--- config.mk ---
export PLATFORM = sky130hd
export DESIGN_NAME = ff_bank
export DESIGN_NICKNAME = d
export VERILOG_FILES = /design/src/rtl/ff_bank.sv
export SDC_FILE = /design/constraint.sdc
export NUM_CORES = 1
export LEC_CHECK = 0
export ABC_AREA = 1
export BUFFER_PORTS_ARGS = -buffer_cell sky130_fd_sc_hd__clkbuf_2
export CAP_MARGIN = 25
export CORE_UTILIZATION = 57
export CTS_BUF_LIST = sky130_fd_sc_hd__clkbuf_8
export DETAILED_ROUTE_END_ITERATION = 12
export PLACE_DENSITY = 0.88
export SYNTH_ARGS = -nofsm -noshare
export SYNTH_HDL_FRONTEND = slang
export SYNTH_SLANG_ARGS = --single-unit
--- constraint.sdc ---
create_clock -name clk -period 3.24 [get_ports clk]
set_clock_uncertainty 0.2 [all_clocks]
set_input_delay 0.162 -clock clk [delete_from_list [all_inputs] [get_ports clk]]
set_output_delay 0.162 -clock clk [all_outputs]
set_load 0.05 [all_outputs]
--- src/rtl/ff_bank.sv ---
// ff_bank: WIDTH-bit bank of mode-selectable SR/JK/D/T flip-flops with forbidden-input tracking.
module ff_bank #(
  parameter int WIDTH = 8,
  parameter int SR_POLICY = 0,
  parameter logic [WIDTH-1:0] RST_VAL = {WIDTH{1'b0}},
  parameter int CNT_W = 8
) (
  input  logic             clk,
  input  logic             rst,
  input  logic             en,
  input  logic [1:0]       mode,
  input  logic [WIDTH-1:0] a,
  input  logic [WIDTH-1:0] b,
  input  logic             clr_err,
  output logic [WIDTH-1:0] q,
  output logic [WIDTH-1:0] qbar,
  output logic             illegal,
  output logic [WIDTH-1:0] illegal_mask,
  output logic [CNT_W-1:0] illegal_cnt
);
  typedef enum logic [1:0] {SR = 2'b00, JK = 2'b01, D = 2'b10, T = 2'b11} mode_t;
  logic [WIDTH-1:0] ill_now, sr_res, sr_nxt, jk_nxt, nxt;
  logic any_ill;
  // Value a forbidden SR bit resolves to; hold keeps the current q.
  assign sr_res = SR_POLICY == 1 ? {WIDTH{1'b1}} : SR_POLICY == 2 ? {WIDTH{1'b0}} : q;
  assign sr_nxt = (a & ~b) | (q & ~a & ~b) | (a & b & sr_res);
  assign jk_nxt = (a & ~q) | (~b & q);
  assign nxt = mode_t'(mode) == SR ? sr_nxt : mode_t'(mode) == JK ? jk_nxt :
               mode_t'(mode) == D ? a : q ^ a;
  assign ill_now = (en && mode_t'(mode) == SR) ? (a & b) : {WIDTH{1'b0}};
  assign any_ill = |ill_now;
  assign qbar = ~q;
  always_ff @(posedge clk) begin
    if (rst) begin
      q <= RST_VAL;
      illegal <= 1'b0;
      illegal_mask <= {WIDTH{1'b0}};
      illegal_cnt <= {CNT_W{1'b0}};
    end else begin
      if (en) q <= nxt;
      illegal <= any_ill;
      if (clr_err) begin
        illegal_mask <= ill_now;
        illegal_cnt <= {{(CNT_W-1){1'b0}}, any_ill};
      end else begin
        illegal_mask <= illegal_mask | ill_now;
        if (any_ill && !(&illegal_cnt)) illegal_cnt <= illegal_cnt + CNT_W'(1);
      end
    end
  end
endmodule

==> out/qor.csv, run 1 <==
stage;metric;value;unit
floorplan;coreArea;2830;sq um
clock_tree;clock_path_buffers;2;
synth;synth_ff_type;dfxtp_1;
floorplan;start_util;61.7;%
clock_tree;ctsHoldBuffers;0;
synth;ys_warn_count;0;
worst_setup_path;worstSetupStartpointType;flop;
run_status;violations;DRC;
synth;synth_seq_cells;25;
timing;tns;0;ps
floorplan;rows;19;
clock_tree;root_buffer;clkbuf_8;
synth;yosysSeqAreaShare;28.7;%
routing;wl;3850;um
timing;tightest_slew;505;ps
synth;syn_nets;293;
synth;synthTopCellsByArea;dfxtp_1 (29%), nand2_1 (14%), o21ai_0 (8.0%);
timing;rsz0062_at_grt;false;
routing;drtIter0Drc;71;
synth;synth_edf_count;0;
worst_setup_path;r2r-start;illegal_cnt[1]$_SDFFE_PP0P_;
global_routing;grt_usage;24.5;%
routing;drtAntennaViolNets;0;
worst_setup_path;rr_worst_depth;7;
finish;fin_nets;345;
timing;fin_crit_sh;55.8;%
global_routing;gr-total-overflow;0;
power;ir_drop;0.220;mV
synth;avgSynthCellArea;6.66;sq um
placed_design;place_congestion;0.869;
finish;antenna_cells;0;
floorplan;ios;55;
worst_setup_path;end_kind;flop;
finish;drive_gt1_share;22.7;%
finish;area_growth;17.3;%
synth;synth_commonest_cells;nand2_1 (63), inv_1 (29), o21ai_0 (28);
worst_setup_path;critical_path_arrival;1770;ps
global_routing;antenna_found_initial;0;
worst_setup_path;crit_fanout;10;
placed_design;io_buffer_count;54;
worst_setup_path;cp.depth;7;
timing;drv_slew;0;
routing;viasPerCell;5.36;
floorplan;die_area;3290;sq um
power;p_leak;1.02;nW
global_routing;grt_first_pass_wirelength;6420;um
routing;first_pass_iters;8;
worst_setup_path;critPathTopFamily;simple AND/OR/NAND/NOR gates;
floorplan;die_h;57.3;um
clock_tree;cts_inserted_buffers;3;
timing;fmax;553;MHz
clock_tree;cts_sinks;25;
routing;vias;1844;
synth;synth_top_cell_by_area;dfxtp_1;
min_path;hp-class;input pin to flop;
worst_setup_path;timing.critical_path.buf_inv;0;
placed_design;post-place-ws;1440;ps
global_routing;grt_max_degree;20;
min_path;hold_start;clr_err;
timing;slew_headroom;66.2;%
worst_setup_path;crit_path_top_delay_cell;dfxtp_1;
timing;hold_viol_final;0;
synth;synth_cell_types;29;
synth;netlist_instances;262;
synth;syn_area;1750;sq um
min_path;whs_path_depth;4;
clock_tree;path_clk_slew;90;ps
floorplan;fp.dieW;57.3;um
clock_tree;insertion_delay;260;ps
synth;synth-async-reset-ratio;0;%
finish;fillers;246;
placed_design;hpwl;3010;um
worst_setup_path;crit_type;flop to flop;
finish;utilization;72.4;%
clock_tree;cts_tree;done;
worst_setup_path;worst_ep_required_time;3200;ps
routing;routedWlPerCell;11.2;um
power;p_per_area;353;nW/um^2
timing;fin_crit;1810;ps
routing;drcViolationCount;4;
run;cap_viol_max_count;0;
clock_tree;cts_resized;0;
run_status;status;finished, violations left;
worst_setup_path;critPathMaxStageDelay;380;ps
worst_setup_path;crit_chain;ha_1, nand3_1, nor2_2, nand3_4, or2_0, a21oi_1, nor2_1;
timing;setup_ws;1430;ps
global_routing;grt_pass1_vias;1582;
timing;finalSetupViolCount;0;
clock_tree;post_cts_buffers;0;
synth;yosysMostFrequentCell;nand2_1;
worst_setup_path;startpoint;illegal_cnt[1]$_SDFFE_PP0P_;
clock_tree;htreeDepth;1;
synth;yosysTopAreaCellShare;28.7;%
-- metrics by stage --
| step | hold WS (ps) | instances | total power [W] | area (sq um) |
|---|---|---|---|---|
| 6_report | 43.5 | 344 | 0.000723 | 2050 |
| 5_1_grt | 69.5 | 344 | 0.000761 | 2050 |
| 4_1_cts | 42.8 | 344 | 0.000727 | 2050 |
| 3_5_place_dp | 245 | 340 | 0.000552 | 2000 |
| 3_3_place_gp | 239 | 340 | 0.000549 | 2000 |
| 2_1_floorplan | 184 | 262 | 0.000498 | 1750 |
-- sequential cells by signal, indices dropped and copies added (netlist names) --
| register | count |
|---|---|
| illegal_cnt | 8 |
| q | 8 |
| illegal_mask | 8 |
| illegal | 1 |
-- placed cells by master, fill, tap and decap left out --
cell type / synthesis / layout
nand3b_4: 1 / 1
clkbuf_2: 0 / 54
o21ai_0: 28 / 28
nor3_1: 1 / 1
nand3_4: 1 / 1
nor2_1: 26 / 26
o211ai_1: 8 / 8
nor2_4: 2 / 2
xor2_1: 3 / 3
o21ai_1: 10 / 10
inv_1: 29 / 30
nand3b_1: 1 / 1
o21bai_1: 1 / 1
nand2_2: 1 / 1
nand2_1: 63 / 63
a31oi_1: 1 / 1
nand2_4: 2 / 2
or2_0: 1 / 1
dfxtp_1: 25 / 25
ha_1: 9 / 9
nor2_2: 1 / 1
inv_2: 4 / 4
nand2_8: 1 / 1
a21oi_1: 18 / 18
xnor2_1: 1 / 1
clkbuf_8: 0 / 3
nand3_1: 16 / 16
nor2_8: 1 / 1
-- final timing paths --
path,to,slack (ps)
min,illegal_cnt[0]$_SDFFE_PP0P_,40
min reg2reg,illegal_mask[1]$_SDFF_PP0_,260
max,illegal_cnt[0]$_SDFFE_PP0P_,1430
max reg2reg,illegal_cnt[0]$_SDFFE_PP0P_,1430
-- cell families (layout without fill, tap and decap cells) --
logic type               count (synthesis)  in the layout  synth area share, %
buffers and inverters                   40             91                 10.0
AND/OR/NAND/NOR                        118            118                 32.5
AO/OA/AOI/OAI                           66             66                 20.3
flip-flops                              25             25                 28.7
XOR/XNOR                                 4              4                 2.01
adder cells (fa/ha/maj)                  9              9                 6.45
-- layer usage --
layer	wire (um)	track usage, %	vias to the layer above
met5	0	0	-
met2	1840	43.9	50
li1	-	-	959
met3	165	3.17	2
met1	1810	31.2	833
met4	25	6.27	0
-- report_power, final --
part           switching (W)  leakage [nW]  internal, W  total, W
clock network      0.0000941        0.0269    0.0000845  0.000179
registers          0.0000120         0.203     0.000318  0.000330
logic               0.000154         0.792    0.0000603  0.000214
-- worst reg2reg max path: stages (launching register included) --
cell and delay, ps:
dfxtp_1 380, ha_1 210, nand3_1 150, nor2_2 200, nand3_4 160, or2_0 230
a21oi_1 140, nor2_1 50
-- cell type report --
type / instances / area (sq um) / share of cell area [%]
well taps: 31 / 38.8 / 1.89
clock buffers: 3 / 41.3 / 2.02
inverters: 33 / 124 / 6.05
clock inverters: 1 / 3.75 / 0.183
repair buffers: 54 / 270 / 13.2
flip-flops and latches: 25 / 500 / 24.4
multi-input cells: 197 / 1070 / 52.2
No activity file was read; power rests on OpenSTA's default activity.
==> inputs of run 2 (changes only) <==
--- a/config.mk
+++ b/config.mk
@@ -8,10 +8,10 @@
 export ABC_AREA = 1
 export BUFFER_PORTS_ARGS = -buffer_cell sky130_fd_sc_hd__clkbuf_2
 export CAP_MARGIN = 25
-export CORE_UTILIZATION = 57
+export CORE_UTILIZATION = 53
 export CTS_BUF_LIST = sky130_fd_sc_hd__clkbuf_8
 export DETAILED_ROUTE_END_ITERATION = 12
-export PLACE_DENSITY = 0.88
+export PLACE_DENSITY = 0.83
 export SYNTH_ARGS = -nofsm -noshare
 export SYNTH_HDL_FRONTEND = slang
 export SYNTH_SLANG_ARGS = --single-unit
==> constraint.sdc (replaced) <==
create_clock -name clk -period 1.8 [get_ports clk]
set_clock_uncertainty 0.2 [all_clocks]
set_input_delay 0.09 -clock clk [delete_from_list [all_inputs] [get_ports clk]]
set_output_delay 0.09 -clock clk [all_outputs]
set_load 0.05 [all_outputs]
==> run 2 against run 1 <==
Clock-buffer cell count is the same; fmax rose by 7.1%; the run now ends clean; largest power group unchanged; sequential power up 80%; non-clock buffer count increased by 6; critical endpoint unchanged; highest routed layer unchanged.
==> out/qor.csv, run 2 (same netlist as run 1, synthesis figures left out) <==
stage;metric;value;unit
routing;drcViolationCount;0;
power;p_sw;0.000480;W
power;p_leak;1.05;nW
worst_setup_path;crit_chain;ha_4, nand3_1, nor2_2, nand3_4, or2_0, a21oi_1, nor2_1;
run;cap_viol_max_count;0;
finish;layout.cells.most_common_list;nand2_1 (63), clkbuf_2 (54), inv_1 (30);
clock_tree;root_buffer;clkbuf_8;
timing;fin_crit_sh;93.7;%
routing;wl;4220;um
floorplan;die_h;59.4;um
power;p_seq_share;45.1;%
min_path;hp-class;input pin to flop;
global_routing;grt_pass1_vias;1672;
finish;seqCellArea;512;sq um
worst_setup_path;timing.critical_path.buf_inv;0;
floorplan;start_util;56.7;%
timing;rsz0062_at_grt;false;
placed_design;io_buffer_count;54;
routing;drtAntennaViolNets;0;
worst_setup_path;critPathTopFamily;simple AND/OR/NAND/NOR gates;
power;p_per_area;617;nW/um^2
worst_setup_path;crit_path_top_delay_cell;dfxtp_4;
power;switching_share;36.4;%
finish;fin_nets;351;
worst_setup_path;critical_path_arrival;1660;ps
clock_tree;cts_sinks;25;
routing;viasPerCell;5.18;
finish;reg.largest.list;illegal_cnt: 8 flops, illegal_mask: 8 flops, q: 8 flops;
power;power;0.00132;W
power;p_int;0.000840;W
global_routing;grt_usage;25.9;%
timing;fin_crit;1690;ps
timing;slew_headroom;65.2;%
finish;multi_input_area;1080;sq um
global_routing;grt_first_pass_wirelength;7030;um
routing;routedWlPerCell;11.6;um
power;clkPwrFrac;24.8;%
power;ir_drop;0.407;mV
worst_setup_path;crit_type;flop to flop;
timing;tightest_slew;521;ps
worst_setup_path;end_kind;flop;
clock_tree;clock_path_buffers;2;
floorplan;fp.dieW;59.4;um
global_routing;gr-total-overflow;0;
placed_design;hpwl;3220;um
run_status;status;finished, final reports clean;
power;pwr-share-comb;30.2;%
timing;fmax;593;MHz
timing;hold_viol_final;0;
floorplan;coreArea;3080;sq um
finish;area_growth;22.5;%
floorplan;ios;55;
worst_setup_path;crit_fanout;5;
timing;hold_ws;10.7;ps
floorplan;die_area;3530;sq um
clock_tree;path_clk_slew;90;ps
worst_setup_path;worstSetupStartpointType;flop;
finish;antenna_cells;0;
routing;drtIter0Drc;122;
routing;first_pass_iters;4;
timing;tns;0;ps
global_routing;antenna_found_initial;0;
worst_setup_path;critPathMaxStageDelay;370;ps
clock_tree;insertion_delay;270;ps
routing;vias;1880;
worst_setup_path;worst_ep_required_time;1770;ps
finish;final_cells;363;
global_routing;grt_max_degree;17;
clock_tree;htreeDepth;1;
placed_design;dp.cells;357;
placed_design;place_congestion;0.816;
finish;layout_commonest_cell;nand2_1;
finish;fillers;280;
timing;drv_slew;0;
timing;finalSetupViolCount;0;
floorplan;rows;20;
clock_tree;cts_tree;done;
finish;drive_gt1_share;25.4;%
clock_tree;cts_inserted_buffers;3;
run 2: cell types whose count changed in the layout (fill, tap and decap cells not counted), sizes merged:
| cell | previous run | this run |
|---|---|---|
| buf | 0 | 4 |
| dlygate4sd3 | 0 | 2 |
run 2: stage by stage:
step / cell area, sq um / worst slack (ps) / utilization [%]
2_1_floorplan: 1770 / 12.4 / -
3_3_place_gp: 2070 / 165 / 67.4
3_5_place_dp: 2070 / 126 / 67.4
4_1_cts: 2140 / 112 / 69.5
5_1_grt: 2140 / 1.28 / 69.5
6_report: 2140 / 113 / 69.5
run 2: final timing paths:
path	startpoint	end	slack (ps)	depth (start not counted)
worst max-delay path	illegal_cnt[0]$_SDFFE_PP0P_	illegal_cnt[0]$_SDFFE_PP0P_	110	7
worst min-delay path	a[5]	q[5]$_SDFFE_PP0P_	10	5
worst max register to register	illegal_cnt[0]$_SDFFE_PP0P_	illegal_cnt[0]$_SDFFE_PP0P_	110	7
worst min register to register	illegal_mask[0]$_SDFF_PP0_	illegal_mask[0]$_SDFF_PP0_	270	2
run 2: layout make-up:
type	count	share of cell area, %
clock buffers	3	1.93
repair buffers	60	15.0
inverters	33	5.79
well taps	44	2.57
clock inverters	1	0.176
flip-flops and latches	25	23.9
multi-input cells	197	50.6
run 2: worst register-to-register path: stages (launching register included):
cell and delay [ps]:
dfxtp_4 370, ha_4 140, nand3_1 120, nor2_2 220, nand3_4 130, or2_0 220, a21oi_1 150, nor2_1 50
run 2: routing by layer:
| metal | routed length [um] | GRT usage [%] | up-vias |
|---|---|---|---|
| met5 | 0 | 0 | - |
| met4 | 27 | 6.46 | 0 |
| met3 | 229 | 4.37 | 4 |
| met2 | 2040 | 45.3 | 57 |
| met1 | 1920 | 32.7 | 845 |
| li1 | - | - | 974 |
run 2: what timing repair did:
item,in CTS,in global routing
resized for setup,0,0
hold endpoints to repair,7,0
buffers inserted,0,0
hold buffers,2,0
run 2: power groups by stage:
stage	combinational (W)	sequential, W	clock, W
finish	0.000398	0.000595	0.000327
detailed placement	0.000393	0.000608	0
CTS	0.000398	0.000595	0.000340
global placement	0.000389	0.000607	0
global route	0.000440	0.000598	0.000358
floorplan	0.000224	0.000673	0
==> inputs of run 3 (changes only) <==
--- a/config.mk
+++ b/config.mk
@@ -12,6 +12,7 @@
 export CTS_BUF_LIST = sky130_fd_sc_hd__clkbuf_8
 export DETAILED_ROUTE_END_ITERATION = 12
 export PLACE_DENSITY = 0.83
+export RECOVER_POWER = 25
 export SYNTH_ARGS = -nofsm -noshare
 export SYNTH_HDL_FRONTEND = slang
 export SYNTH_SLANG_ARGS = --single-unit
==> run 3 against run 2 <==
Non-clock buffer count is the same; first-iteration DRC count rose by 19%; via count rose by 0.80%; die area is the same; clock power is essentially flat; combinational power hardly changed; register-to-register slack about the same; fmax about the same; largest power group unchanged; worst hold slack improved by 1.1 ps; cell count unchanged; global-route usage did not move; flip-flop and latch count did not move.
==> out/qor.csv, run 3 (same netlist as run 1, synthesis figures left out) <==
stage;metric;value;unit
run_status;status;finished, final reports clean;
worst_setup_path;end_kind;flop;
floorplan;die_h;59.4;um
power;pwr-share-comb;30.0;%
timing;fmax;593;MHz
clock_tree;root_buffer;clkbuf_8;
min_path;hp-class;input pin to flop;
power;ir_drop;0.406;mV
run;cap_viol_max_count;0;
finish;reg.largest.list;illegal_cnt: 8 flops, illegal_mask: 8 flops, q: 8 flops;
power;p_seq_share;45.2;%
finish;fillers;287;
floorplan;rows;20;
finish;layout.cells.most_common_list;nand2_1 (63), clkbuf_2 (41), inv_1 (30);
timing;drv_slew;0;
timing;slew_headroom;58.8;%
timing;tns;0;ps
floorplan;start_util;56.7;%
worst_setup_path;worstSetupStartpointType;flop;
timing;finalSetupViolCount;0;
worst_setup_path;rr_worst_depth;7;
power;p_sw;0.000479;W
worst_setup_path;critPathTopFamily;simple AND/OR/NAND/NOR gates;
finish;area_growth;21.4;%
placed_design;hpwl;3220;um
global_routing;grt_max_degree;17;
min_path;whs_path_depth;5;
power;clkPwrFrac;24.8;%
finish;layout_commonest_cell;nand2_1;
min_path;min_to;q[5]$_SDFFE_PP0P_;
global_routing;grt_first_pass_wirelength;7030;um
timing;tightest_slew;620;ps
placed_design;dpl-instance-area;2070;sq um
power;p_per_area;622;nW/um^2
routing;drcViolationCount;0;
clock_tree;clock_path_buffers;2;
timing;fin_crit;1690;ps
worst_setup_path;crit_type;flop to flop;
routing;drtAntennaViolNets;0;
timing;rsz0062_at_grt;false;
clock_tree;cts_tree;done;
worst_setup_path;crit_path_top_delay_cell;dfxtp_4;
worst_setup_path;crit_chain;ha_4, nand3_1, nor2_2, nand3_4, or2_0, a21oi_1, nor2_1;
worst_setup_path;r2r-start;illegal_cnt[0]$_SDFFE_PP0P_;
placed_design;io_buffer_count;54;
floorplan;ios;55;
clock_tree;cts_sinks;25;
clock_tree;cts_inserted_buffers;3;
worst_setup_path;critical_path_arrival;1660;ps
global_routing;grt_pass1_vias;1672;
floorplan;fp.dieW;59.4;um
worst_setup_path;timing.critical_path.buf_inv;0;
power;switching_share;36.4;%
finish;fin_nets;351;
finish;drive_gt1_share;21.0;%
finish;stdcell_area;2120;sq um
worst_setup_path;worst_ep_required_time;1770;ps
power;p_int;0.000837;W
min_path;hold_start;a[5];
timing;fin_crit_sh;93.7;%
routing;drtIter0Drc;145;
worst_setup_path;reg2reg_to;illegal_cnt[0]$_SDFFE_PP0P_;
worst_setup_path;crit_fanout;5;
global_routing;antenna_found_initial;0;
timing;hold_viol_final;0;
placed_design;place_congestion;0.816;
routing;vias;1895;
routing;first_pass_iters;4;
floorplan;die_area;3530;sq um
routing;wl;4210;um
floorplan;coreArea;3080;sq um
worst_setup_path;critPathMaxStageDelay;370;ps
global_routing;grt_usage;25.9;%
clock_tree;htreeDepth;1;
routing;viasPerCell;5.22;
clock_tree;path_clk_slew;90;ps
worst_setup_path;regToRegSetupSlack;110;ps
clock_tree;insertion_delay;270;ps
routing;routedWlPerCell;11.6;um
power;p_leak;1.00;nW
global_routing;gr-total-overflow;0;
finish;antenna_cells;0;
[run 3: cell count changes in the layout (fill, tap and decap cells not counted), sizes merged]
cell    change
buf         -1
clkbuf      +1
[run 3: how the worst max path moves through the flow]
| stage | from | to | slack, ps | cells past startpoint |
|---|---|---|---|---|
| floorplan | q[5]$_SDFFE_PP0P_ | q[5]$_SDFFE_PP0P_ | 10 | 6 |
| global placement | illegal_cnt[0]$_SDFFE_PP0P_ | illegal_cnt[0]$_SDFFE_PP0P_ | 170 | 7 |
| detailed placement | illegal_cnt[0]$_SDFFE_PP0P_ | illegal_cnt[0]$_SDFFE_PP0P_ | 130 | 7 |
| CTS | illegal_cnt[0]$_SDFFE_PP0P_ | illegal_cnt[0]$_SDFFE_PP0P_ | 110 | 7 |
| global route | illegal_cnt[0]$_SDFFE_PP0P_ | illegal_cnt[0]$_SDFFE_PP0P_ | 2 | 7 |
| finish | illegal_cnt[0]$_SDFFE_PP0P_ | illegal_cnt[0]$_SDFFE_PP0P_ | 110 | 7 |
[run 3: per-stage QoR]
stage / hold WS (ps) / setup slack (ps) / instances / util (%) / power (W)
after CTS: 10.1 / 112 / 363 / 69.5 / 0.00133
after detailed placement: 155 / 126 / 357 / 67.4 / 0.00100
after global placement: 160 / 165 / 357 / 67.4 / 0.000996
after global routing: 24.4 / 1.84 / 363 / 68.8 / 0.00139
after floorplan: 102 / 12.4 / 262 / - / 0.000896
final: 11.7 / 113 / 363 / 68.8 / 0.00132
[run 3: power groups by stage]
stage	sequential (W)	clock, W	combinational, W
floorplan	0.000673	0	0.000224
global placement	0.000607	0	0.000389
detailed placement	0.000608	0	0.000393
CTS	0.000595	0.000340	0.000398
global route	0.000598	0.000358	0.000437
finish	0.000595	0.000327	0.000395
[run 3: layout make-up]
type                            count  area [sq um]  area share [%]
Clock buffer                        3          41.3            1.95
Multi-Input combinational cell    197          1080            51.1
Clock inverter                      1          3.75           0.177
Sequential cell                    25           512            24.2
Tap cell                           44          55.1            2.60
Timing Repair Buffer               60           300            14.2
Inverter                           33           124            5.85
[run 3: timing repair]
| item | in CTS | in global routing |
|---|---|---|
| resized for setup | 0 | 0 |
| setup buffers | 0 | 0 |
| endpoints found under the hold margin | 7 | 0 |
| hold buffers | 2 | 0 |
[run 3: worst register-to-register path, stage by stage, from the launching register on]
cell	delay, ps
dfxtp_4	370
ha_4	140
nand3_1	120
nor2_2	220
nand3_4	130
or2_0	220
a21oi_1	150
nor2_1	50
[run 3: routing by layer]
| layer | vias to the layer above | part of all wire, % | track usage (%) |
|---|---|---|---|
| met5 | - | 0 | 0 |
| li1 | 975 | - | - |
| met1 | 859 | 45 | 32.7 |
| met3 | 4 | 5.1 | 4.37 |
| met2 | 57 | 49 | 45.3 |
| met4 | 0 | 0.64 | 6.46 |
